==> config.mk <==
export PLATFORM = sky130hd
export DESIGN_NAME = load_store_unit
export DESIGN_NICKNAME = d
export VERILOG_FILES = /design/src/rtl/load_store_unit.sv
export SDC_FILE = /design/constraint.sdc
export NUM_CORES = 1
export LEC_CHECK = 0
export ABC_AREA = 0
export CELL_PAD_IN_SITES_DETAIL_PLACEMENT = 1
export CELL_PAD_IN_SITES_GLOBAL_PLACEMENT = 1
export CORE_MARGIN = 3
export CORE_UTILIZATION = 30
export CTS_BUF_LIST = sky130_fd_sc_hd__clkbuf_4
export DETAILED_ROUTE_END_ITERATION = 8
export PLACE_DENSITY = 0.78
export REMOVE_ABC_BUFFERS = 1
export SLEW_MARGIN = 25
export SYNTH_ARGS = -nofsm -noshare
export SYNTH_HDL_FRONTEND = slang
export SYNTH_SLANG_ARGS = --single-unit
==> constraint.sdc <==
create_clock -name clk -period 2.2 [get_ports clk]
set_clock_uncertainty 0.1 [all_clocks]
set_input_delay 0.33 -clock clk [delete_from_list [all_inputs] [get_ports clk]]
set_output_delay 0.33 -clock clk [all_outputs]
set_load 0.01 [all_outputs]
==> src/rtl/load_store_unit.sv <==
// load_store_unit: MEM-stage controller for a word-only data memory (big-endian lanes, RMW sub-word stores).
// Define LSU_PERF_EN to add saturating perf_loads/perf_stores counters.
module load_store_unit #(
    parameter logic [31:0] MEM_BASE  = 32'h0000_0080,
    parameter int unsigned MEM_WORDS = 32
) (
    input  logic        clk,
    input  logic        rst,
    input  logic        req_valid,
    output logic        req_ready,
    input  logic [2:0]  req_op,
    input  logic [31:0] req_addr,
    input  logic [31:0] req_wdata,
    output logic        resp_valid,
    output logic [31:0] resp_rdata,
    output logic        resp_err,
    output logic [31:0] mem_addr,
    output logic [31:0] mem_wdata,
    input  logic [31:0] mem_rdata,
    output logic        mem_read,
    output logic        mem_write
`ifdef LSU_PERF_EN
    ,
    output logic [15:0] perf_loads,
    output logic [15:0] perf_stores
`endif
);
    localparam logic [2:0] LW = 3'd0, LH = 3'd1, LHU = 3'd2, LB = 3'd3, LBU = 3'd4, SW = 3'd5, SH = 3'd6, SB = 3'd7;
    localparam logic [31:0] WIN = 32'(4 * MEM_WORDS);
    typedef enum logic [2:0] {IDLE, RD, WR, RMW_RD, RESP} state_t;
    state_t r_state, w_next;
    logic [2:0]  r_op;
    logic [31:0] r_addr, r_wdata, r_word, r_rdata;
    logic        r_err;
    logic        w_accept, w_misal, w_oow, w_err;
    logic [31:0] w_off, w_ld, w_mask, w_ins, w_merged;
    logic [4:0]  w_sh8, w_sh16;
    logic [7:0]  w_byte;
    logic [15:0] w_half;
    assign w_accept = req_valid & req_ready;
    assign w_misal  = (req_op == LW || req_op == SW) ? |req_addr[1:0] :
                      (req_op == LH || req_op == LHU || req_op == SH) ? req_addr[0] : 1'b0;
    assign w_off    = req_addr - MEM_BASE;
    assign w_oow    = (req_addr < MEM_BASE) || (w_off >= WIN);
    assign w_err    = w_misal | w_oow;
    // Big-endian lanes: offset 0 is the most significant byte, so shift by (3-offset) lanes.
    assign w_sh8    = {~r_addr[1:0], 3'b000};
    assign w_sh16   = {~r_addr[1], 4'b0000};
    assign w_byte   = 8'(mem_rdata >> w_sh8);
    assign w_half   = 16'(mem_rdata >> w_sh16);
    assign w_ld     = r_op == LW  ? mem_rdata :
                      r_op == LH  ? {{16{w_half[15]}}, w_half} :
                      r_op == LHU ? {16'b0, w_half} :
                      r_op == LB  ? {{24{w_byte[7]}}, w_byte} : {24'b0, w_byte};
    assign w_mask   = r_op == SB ? 32'h0000_00FF << w_sh8 : 32'h0000_FFFF << w_sh16;
    assign w_ins    = r_op == SB ? 32'(r_wdata[7:0]) << w_sh8 : 32'(r_wdata[15:0]) << w_sh16;
    assign w_merged = (r_word & ~w_mask) | w_ins;
    always_ff @(posedge clk) begin
        if (rst) r_state <= IDLE;
        else     r_state <= w_next;
    end
    always_comb begin
        w_next = r_state;
        case (r_state)
            IDLE:    if (req_valid) w_next = w_err ? RESP : req_op < SW ? RD : req_op == SW ? WR : RMW_RD;
            RD:      w_next = RESP;
            RMW_RD:  w_next = WR;
            WR:      w_next = RESP;
            default: w_next = IDLE;
        endcase
    end
    always_comb begin
        req_ready  = (r_state == IDLE) & ~rst;
        mem_read   = ~rst & (r_state == RD || r_state == RMW_RD);
        mem_write  = ~rst & (r_state == WR);
        mem_addr   = (r_state == RD || r_state == WR || r_state == RMW_RD) ? {r_addr[31:2], 2'b00} : 32'h0;
        mem_wdata  = r_state == WR ? (r_op == SW ? r_wdata : w_merged) : 32'h0;
        resp_valid = ~rst & (r_state == RESP);
        resp_rdata = resp_valid ? r_rdata : 32'h0;
        resp_err   = resp_valid & r_err;
    end
    always_ff @(posedge clk) begin
        if (rst) begin
            r_op    <= LW;
            r_addr  <= 32'h0;
            r_wdata <= 32'h0;
            r_word  <= 32'h0;
            r_rdata <= 32'h0;
            r_err   <= 1'b0;
        end else begin
            if (w_accept) begin
                r_op    <= req_op;
                r_addr  <= req_addr;
                r_wdata <= req_wdata;
                r_err   <= w_err;
                r_rdata <= 32'h0;
            end
            if (r_state == RD)     r_rdata <= w_ld;
            if (r_state == RMW_RD) r_word  <= mem_rdata;
        end
    end
`ifdef LSU_PERF_EN
    always_ff @(posedge clk) begin
        if (rst) begin
            perf_loads  <= 16'h0;
            perf_stores <= 16'h0;
        end else if (r_state == RESP && !r_err) begin
            if (r_op < SW) perf_loads  <= perf_loads + {15'b0, ~&perf_loads};
            else           perf_stores <= perf_stores + {15'b0, ~&perf_stores};
        end
    end
`endif
endmodule

# == Word level (Yosys, flattened, before mapping) ==
# Index checks and enable logic that the tools add are counted.
# totals
output_inout_bits,101
input_bits,102
word_cells,76
reg_bits,135
# op_classes
addsub,1
shifts,6
n_reduce_logical,13
n_bitwise,13
n_eq_ne,14
mux,19
order_cmp,3
# ops
op,count
2-to-1 mux 32 bit,12
bitwise AND 32 bit,1
greater-or-equal comparator 32 x 8 -> 1 bit (second input constant),1
less-than comparator 32 x 8 -> 1 bit (second input constant),1
NOT 32 bit,1
OR 32 bit,1
left shift 16 x 5 -> 32 bit,1
left shift 16 x 5 -> 32 bit (first input constant),1
left shift 8 x 5 -> 32 bit,1
left shift 8 x 5 -> 32 bit (first input constant),1
right shift 32 x 5 -> 16 bit,1
right shift 32 x 5 -> 8 bit,1
subtractor 32 x 8 -> 32 bit (second input constant),1
equality test 3 x 2 -> 1 bit (second input constant),5
equality test 3 bit (second input constant),5
equality test 3 x 1 -> 1 bit (second input constant),3
zero test 3 bit,3
case mux 3 bit (3 select lines),1
logical OR 1 bit,7
bitwise AND 1 bit,6
2-to-1 mux 3 bit,2
OR reduction 2 bit,2
less-than comparator 3 bit (second input constant),1
2-to-1 mux 1 bit,3
other kinds (6),7

# == Longest topological paths before layout ==
# Gate-level depths: netlist of the first run.
# depth
word_depth,9
mapped_depth,8

# == Worst setup path before layout of the first run ==
# Ideal clock, no wire load.
# synth_path
path_kind,register -> output
start,register r_op[1]
end,output port mem_wdata[15]
path_slack_ns,0.135
path_stages_with_launch,7
t_arrival_ns,1.635
cell_sequence,dfxtp_1 clkbuf_1 nand3_1 nor3_1 a22o_1 a22oi_1 nor2_1
# synth_via
elab_chain_cells,7
# synth_rtl
item,line,text
from (decl),32,logic [2:0] r_op;
from (signal assigned),92,r_op <= req_op;
equality test 3 bit,"55, 56",
2-to-1 mux 32 bit,55,assign w_mask = r_op == SB ? 32'h0000_00FF << w_sh8 : 32'h0000_FFFF << w_sh16;
NOT 32 bit,57,assign w_merged = (r_word & ~w_mask) | w_ins;
bitwise AND 32 bit,57,
OR 32 bit,57,
2-to-1 mux 32 bit * (2 in series),77,mem_wdata = r_state == WR ? (r_op == SW ? r_wdata : w_merged) : 32'h0;
to (decl),18,"output logic [31:0] mem_wdata,"
# Every way passes the cells marked *; elsewhere a longest branch is shown, timed or not.

# == Worst setup path in the final report of the first run ==
# layout_path
start,register r_op[1]
end,output port mem_wdata[23]
# The elaborated chain is that of the path after synthesis.

==> results.txt, run 1 <==
Die Area - 25000 sq um
total of flip-flops plus latches after synthesis - 135
layout cell share with drive strength beyond 1 - 0.321
Power, Total - 5.21 mW
Critical Path AT - 2.04 ns
unrepaired setup endpoints after global routing - yes
buffer type at the clock tree root - sky130_fd_sc_hd__clkbuf_4
count of synthesis-stage warnings from yosys - 0
critical register-to-register path endpoint - r_rdata[1]
pins over their slew limit - 0
nature of the critical path endpoint - primary output
critical path endpoint - mem_wdata[23]
Starting DRT DRC Count - 515
total congestion overflow after global routing - 0
number of global-route vias before repair - 8035
FMAX - 404 MHz
leading cell type in the layout, fill and taps excluded - sky130_fd_sc_hd__nand2_1
clock tree from TritonCTS - done
fraction of the core area covered by cells at the end of the flow - 0.490
initial core utilization - 0.312
detailed-route DRC error count - 0
Post-layout nets - 1278
Yosys cell types - 64
summed instance area of the synthesized netlist - 6930 sq um
most frequent cells in the layout - sky130_fd_sc_hd__nand2_1, sky130_fd_sc_hd__dfxtp_1, sky130_fd_sc_hd__clkdlybuf4s50_1, sky130_fd_sc_hd__buf_6, sky130_fd_sc_hd__buf_4
clock buffers created by TritonCTS - 17
launching element type of the critical path - flop
final worst path period need - 2.47 ns
violated checks - setup timing
total wire length after detailed routing - 29.9 mm
number of antenna violations at the first check in global routing - 1
Pwr Density - 478 nW/um^2
fill count - 2632
number of search-and-repair iterations in the first detailed-routing pass - 5
number of vias in the routed layout - 7697
Reg clk slew, reported paths - 0.13 ns
Synth Instances - 904
async set-reset flop share out of synthesis - 0
Register-to-Register Path Depth - 10
number of levels the H-tree was split into - 4
insertion delay of the later-clocked pin in the worst-skew pair - 0.53 ns
maximum fanout encountered on the critical timing path - 8
Die Y-Extent - 158 microns
number of clock sinks - 135
register-to-register setup slack - 0.10 ns
wire length of the first global-routing pass - 45.0 mm
worst-margin pin slew - 0.662 ns
Routed Antenna Nets - 0
routed wire length per instance - 20.4 microns
share of synthesized cell area in full adder, half adder and majority cells - 0.00181
Via density - 5.24
Post-Synth Simple-Gate Area - 0.330
multiplexer area fraction after synthesis - 0.0394
min-delay worst type - in -> reg
Clock Tree Buf Depth - 2
Crit Path Category - reg -> out
xor/xnor share of the synthesized area - 0.00379
max-cap violation count - 0
Port Buf Inserts - 200
FF-to-FF Start - r_op[1]
area used by multi-input combinational logic - 4290 sq um
Detailed Place HPWL - 19.8 mm
# setup viols final - 94
combinational family with the most area after synthesis - simple AND/OR/NAND/NOR gates
relative slew slack - 0.559
start point of the critical path - r_op[1]
Site Rows - 54
Layout Area Growth over Synthesis - 57.3%
hold violation total from the final report - 0
post-synthesis compound-gate area fraction - 0.185
Die Wd - 158 microns
largest net degree at the start of global routing - 70
Routability Congestion - 0.852
global routing usage summed across all routing layers - 0.230
number of flops mapped to enable cells by yosys - 0
post-route setup slack - -0.273 ns
IR drop worst, VDD - 0.281 mV
Min Hold Slack - 0.144 ns
number of ports placed on the die boundary - 203
post-synthesis average cell area - 7.66 sq um
post-synthesis sequential area ratio - 0.390
Data required, critical path - 1.77 ns
leakage power - 4.55 nW
Synth Flop Type - sky130_fd_sc_hd__dfxtp_1
Seq. cell area - 2730 sq um
portion of the clock cycle consumed by the worst path in the final layout - 1.12
outcome - finished with violations
Std-Cell Core Area - 22200 sq um
[cell type report]
cell class	count	share of cell area
Clock buffer	17	0.0117
Tap cell	280	0.0321
Clock inverter	15	0.0123
Antenna cell	1	0.000230
Timing Repair Buffer	318	0.296
Multi-Input combinational cell	691	0.393
Inverter	12	0.00436
Sequential cell	135	0.250
[synth_stat cells (5+ instances only)]
cell type,instances,area share
sky130_fd_sc_hd__a211oi_1,11,0.012
sky130_fd_sc_hd__nand3b_1,64,0.069
sky130_fd_sc_hd__clkbuf_1,49,0.027
sky130_fd_sc_hd__nand2_1,240,0.13
sky130_fd_sc_hd__o221ai_1,8,0.010
sky130_fd_sc_hd__o211ai_1,10,0.011
sky130_fd_sc_hd__nor2_1,53,0.029
sky130_fd_sc_hd__a22o_1,8,0.010
sky130_fd_sc_hd__inv_1,10,0.0054
sky130_fd_sc_hd__a31oi_1,10,0.0090
sky130_fd_sc_hd__buf_2,12,0.0087
sky130_fd_sc_hd__and2_1,65,0.059
sky130_fd_sc_hd__a2bb2oi_1,7,0.0088
sky130_fd_sc_hd__mux2i_1,25,0.036
sky130_fd_sc_hd__o21ai_1,33,0.024
sky130_fd_sc_hd__nand3_1,5,0.0036
sky130_fd_sc_hd__o21ai_0,14,0.010
sky130_fd_sc_hd__a22oi_1,16,0.017
sky130_fd_sc_hd__a21oi_1,63,0.046
sky130_fd_sc_hd__dfxtp_1,135,0.39
sky130_fd_sc_hd__nor3_1,6,0.0043
[per-stage QoR]
stage	setup slack (ns)	cell area, sq um	std cells	setup TNS, ns
floorplan	-1.04	6640	838	-84.96
CTS	-0.292	10700	1466	-17.35
finish	-0.273	10900	1469	-16.12
global placement	-0.279	9680	1400	-7.81
detailed placement	-0.400	9680	1400	-10.96
global route	-0.429	10900	1469	-26.70
[worst min-delay path by stage]
stage | depth (start not counted) | endpoint | start
6_report | 3 | r_rdata[7] | rst
5_1_grt | 3 | r_rdata[7] | rst
4_1_cts | 3 | r_rdata[7] | rst
3_5_place_dp | 2 | r_rdata[1] | r_rdata[1]
3_3_place_gp | 2 | r_rdata[3] | r_rdata[3]
2_1_floorplan | 1 | r_rdata[10] | rst
[kinds of logic (layout without fill, tap and decap cells)]
logic type | Yosys count | in the layout
and+or+nand+nor | 460 | 460
AOI/OAI and AO/OA | 199 | 199
DFF | 135 | 135
buffers and inverters | 79 | 362
muxes | 26 | 26
xor gates and xnor gates | 3 | 3
adders and majority gates | 1 | 1
other | 1 | 3
[registers in the layout, indices dropped and copies added (netlist names)]
register  cells
r_rdata      32
r_state       3
r_wdata      32
r_addr       32
r_err         1
r_word       32
r_op          3
[power breakdown]
part	switching [mW]	internal [mW]
registers	0.0862	2.54
logic	0.505	0.476
clock network	1.11	0.492
[critical path: stages (launching register included)]
cell	delay [ns]
sky130_fd_sc_hd__dfxtp_2	0.39
sky130_fd_sc_hd__nand3_4	0.10
sky130_fd_sc_hd__nor2_2	0.16
sky130_fd_sc_hd__nor2_4	0.06
sky130_fd_sc_hd__buf_12	0.15
sky130_fd_sc_hd__mux2i_1	0.14
sky130_fd_sc_hd__a211oi_2	0.25
sky130_fd_sc_hd__clkdlybuf4s15_2	0.25
[routing by layer]
metal,vias up,share of wire,GRT usage
met2,193,0.51,0.395
li1,3646,-,-
met3,34,0.041,0.0331
met1,3824,0.43,0.304
met4,0,0.014,0.0606
met5,-,0,0
[repair_timing]
action	in CTS	in global routing
setup buffers	26	5
gates cloned	8	1
hold buffers	0	0
resized for setup	576	60
pin swaps	80	33
setup endpoints to repair	115	111
Power figures use the tool's default switching activity.
==> inputs of run 2 (changes only) <==
--- a/config.mk
+++ b/config.mk
@@ -8,6 +8,7 @@
 export ABC_AREA = 0
 export CELL_PAD_IN_SITES_DETAIL_PLACEMENT = 1
 export CELL_PAD_IN_SITES_GLOBAL_PLACEMENT = 1
+export CORE_ASPECT_RATIO = 1.4
 export CORE_MARGIN = 3
 export CORE_UTILIZATION = 30
 export CTS_BUF_LIST = sky130_fd_sc_hd__clkbuf_4
==> results.txt, run 2 (synthesis results as in run 1) <==
layout cell share with drive strength beyond 1 - 0.347 (+0.0267)
Switching Fraction - 0.313 (-0.0138)
FF-to-FF Start - r_op[0]
number of clock sinks - 135 (unchanged)
fraction of power consumed by combinational cells - 0.194 (+0.006)
global routing usage summed across all routing layers - 0.238 (+0.00763)
ordered list of cells on the worst path - nor4b_4, buf_6, buf_12, buf_16, buf_6, and2_4, buf_6
Routability Congestion - 0.806 (-5.4%)
Routed Antenna Nets - 0 (unchanged)
Switch Pwr - 1.72 mW (+1.2%)
unrepaired setup endpoints after global routing - yes
FMAX - 401 MHz (-0.83%)
Starting DRT DRC Count - 424 (-18%)
clock buffers created by TritonCTS - 17 (unchanged)
Die Area - 25000 sq um (+0.11%)
library cell contributing the largest single delay on the critical path - sky130_fd_sc_hd__dfxtp_4
# setup viols final - 94 (unchanged)
Clock Tree Buf Depth - 2 (unchanged)
relative slew slack - 0.551 (-0.00777)
Via density - 5.23 (about the same)
Min-Delay Path Depth - 3 (unchanged)
sum of negative setup slack - -15.69 ns (+0.425 ns)
wire length of the first global-routing pass - 46.5 mm (+3.5%)
post-route setup slack - -0.294 ns (-0.0206 ns)
Placed Cells - 1426 (+1.9%)
final worst path period need - 2.49 ns (+0.0206 ns)
register-to-register setup slack - 0.07 ns (-0.03 ns)
Register-to-Register Path Depth - 9 (-1)
total congestion overflow after global routing - 0 (unchanged)
fraction of power consumed by the clock network - 0.328 (+0.020)
outcome - finished with violations
maximum fanout encountered on the critical timing path - 5 (-3)
critical path's largest stage delay - 0.39 ns (about the same)
Hold Crit Endpoint - r_wdata[18]
Internal - 3.78 mW (+7.8%)
fill count - 2707 (+2.8%)
detailed-route DRC error count - 0 (unchanged)
buffer type at the clock tree root - sky130_fd_sc_hd__clkbuf_4
Power, Total - 5.50 mW (+5.7%)
number of search-and-repair iterations in the first detailed-routing pass - 7 (+2)
Std-Cell Core Area - 22600 sq um (+1.7%)
violated checks - setup timing
final std cells w/o fill - 1511 (+2.9%)
critical register-to-register path endpoint - r_rdata[3]
pins over their slew limit - 0 (unchanged)
largest net degree at the start of global routing - 65 (-7.1%)
routed wire length per instance - 21.1 microns (+3.8%)
cell area reported after detailed placement - 9780 sq um (+1.0%)
Site Rows - 65 (+20%)
clock tree from TritonCTS - done
Port Buf Inserts - 200 (unchanged)
number of global-route vias before repair - 8342 (+3.8%)
proportion of power drawn by flip-flops and latches - 0.477 (-0.027)
cell type with the highest occurrence count on the critical path - sky130_fd_sc_hd__buf_6
hold violation total from the final report - 0 (unchanged)
min-delay worst type - in -> reg
Die Wd - 134 microns (-15%)
Hold Startpoint - req_wdata[18]
leakage power - 4.70 nW (+3.3%)
number of ports placed on the die boundary - 203 (unchanged)
Die Y-Extent - 186 microns (+18%)
number of levels the H-tree was split into - 4 (unchanged)
worst-margin pin slew - 0.670 ns (+0.00801 ns)
IR drop worst, VDD - 0.229 mV (-18%)
Layout Area Growth over Synthesis - 62.8%
portion of the clock cycle consumed by the worst path in the final layout - 1.13 (+0.00935)
most frequent cells in the layout - sky130_fd_sc_hd__nand2_1, sky130_fd_sc_hd__dfxtp_1, sky130_fd_sc_hd__buf_6, sky130_fd_sc_hd__clkdlybuf4s50_1, sky130_fd_sc_hd__buf_4
Post-Layout Inst Area - 11300 sq um (+3.5%)
max-cap violation count - 0 (unchanged)
area used by multi-input combinational logic - 4410 sq um (+2.7%)
Data required, critical path - 1.77 ns (about the same)
Pwr Density - 488 nW/um^2 (+2.1%)
nature of the critical path endpoint - primary output
Reg clk slew, reported paths - 0.13 ns (about the same)
insertion delay of the later-clocked pin in the worst-skew pair - 0.58 ns (+0.05 ns)
Seq. cell area - 2720 sq um (about the same)
Post-layout nets - 1296 (+1.4%)
number of vias in the routed layout - 7910 (+2.8%)
number of antenna violations at the first check in global routing - 3 (+2)
total wire length after detailed routing - 31.9 mm (+6.7%)
Critical Path AT - 2.06 ns (+0.02 ns)
Detailed Place HPWL - 20.3 mm (+2.6%)
number of buffers inserted by hold repair at cts - 0 (unchanged)
launching element type of the critical path - flop
leading cell type in the layout, fill and taps excluded - sky130_fd_sc_hd__nand2_1
initial core utilization - 0.306 (-0.00524)
Crit Path Category - reg -> out
run 2: changes by cell type in the layout (fill, tap and decap cells not counted), sizes merged, moves of 2 or more:
cell,previous run,this run
buf,211,234
bufinv,0,2
clkbuf,18,20
clkdlybuf4s15,5,0
diode,1,4
inv,20,18
run 2: cell type report:
type	count	share of cell area
multi-input combinational	691	0.390
timing repair buffer	336	0.303
sequential	135	0.241
tap	301	0.0334
clock inverter	14	0.0146
clock buffer	18	0.0120
inverter	12	0.00399
antenna	4	0.000887
run 2: worst max path at each step:
stage               slack [ns]       endpoint  depth (start not counted)        start
finish                   -0.29  resp_rdata[5]                          7   r_state[1]
global route             -0.36  resp_rdata[5]                          7   r_state[1]
CTS                      -0.30  mem_wdata[27]                          7      r_op[2]
detailed placement       -0.42     r_state[0]                          8  req_addr[7]
global placement         -0.32          r_err                          8  req_addr[7]
floorplan                -1.04    r_rdata[15]                          5   r_state[2]
run 2: critical path, delay by kind of cell, from the launching register on:
| kind | cells | cell delay (ns) |
|---|---|---|
| buffers and inverters | 5 | 0.67 |
| DFF | 1 | 0.39 |
| and+or+nand+nor | 2 | 0.43 |
run 2: per-layer routing:
| layer | GRT usage | vias up | wire (microns) |
|---|---|---|---|
| met5 | 0 | - | 0 |
| li1 | - | 3692 | - |
| met4 | 0.125 | 0 | 1480 |
| met1 | 0.267 | 3900 | 12200 |
| met3 | 0.0392 | 85 | 1210 |
| met2 | 0.430 | 233 | 17000 |
run 2: repair_timing:
action                                  4_1_cts  5_1_grt
cloned                                       10        3
gates resized for setup                     584      106
endpoints found under the setup margin      115      118
buffers inserted                             27       14
pin swaps                                    57       52
run 2: through the flow:
| step | setup WS (ns) | utilization | hold WS [ns] |
|---|---|---|---|
| after global routing | -0.363 | 0.499 | 0.141 |
| after detailed placement | -0.425 | 0.433 | 0.343 |
| after global placement | -0.325 | 0.433 | 0.330 |
| after CTS | -0.302 | 0.473 | 0.149 |
| final | -0.294 | 0.499 | 0.179 |
| after floorplan | -1.04 | - | 0.299 |
run 2: power groups by stage:
stage / logic, mW / clock network (mW) / registers [mW]
detailed placement: 0.913 / 0 / 2.66
floorplan: 0.361 / 0 / 2.64
global placement: 0.897 / 0 / 2.66
CTS: 0.995 / 1.83 / 2.61
finish: 1.07 / 1.81 / 2.62
global route: 1.15 / 1.94 / 2.63
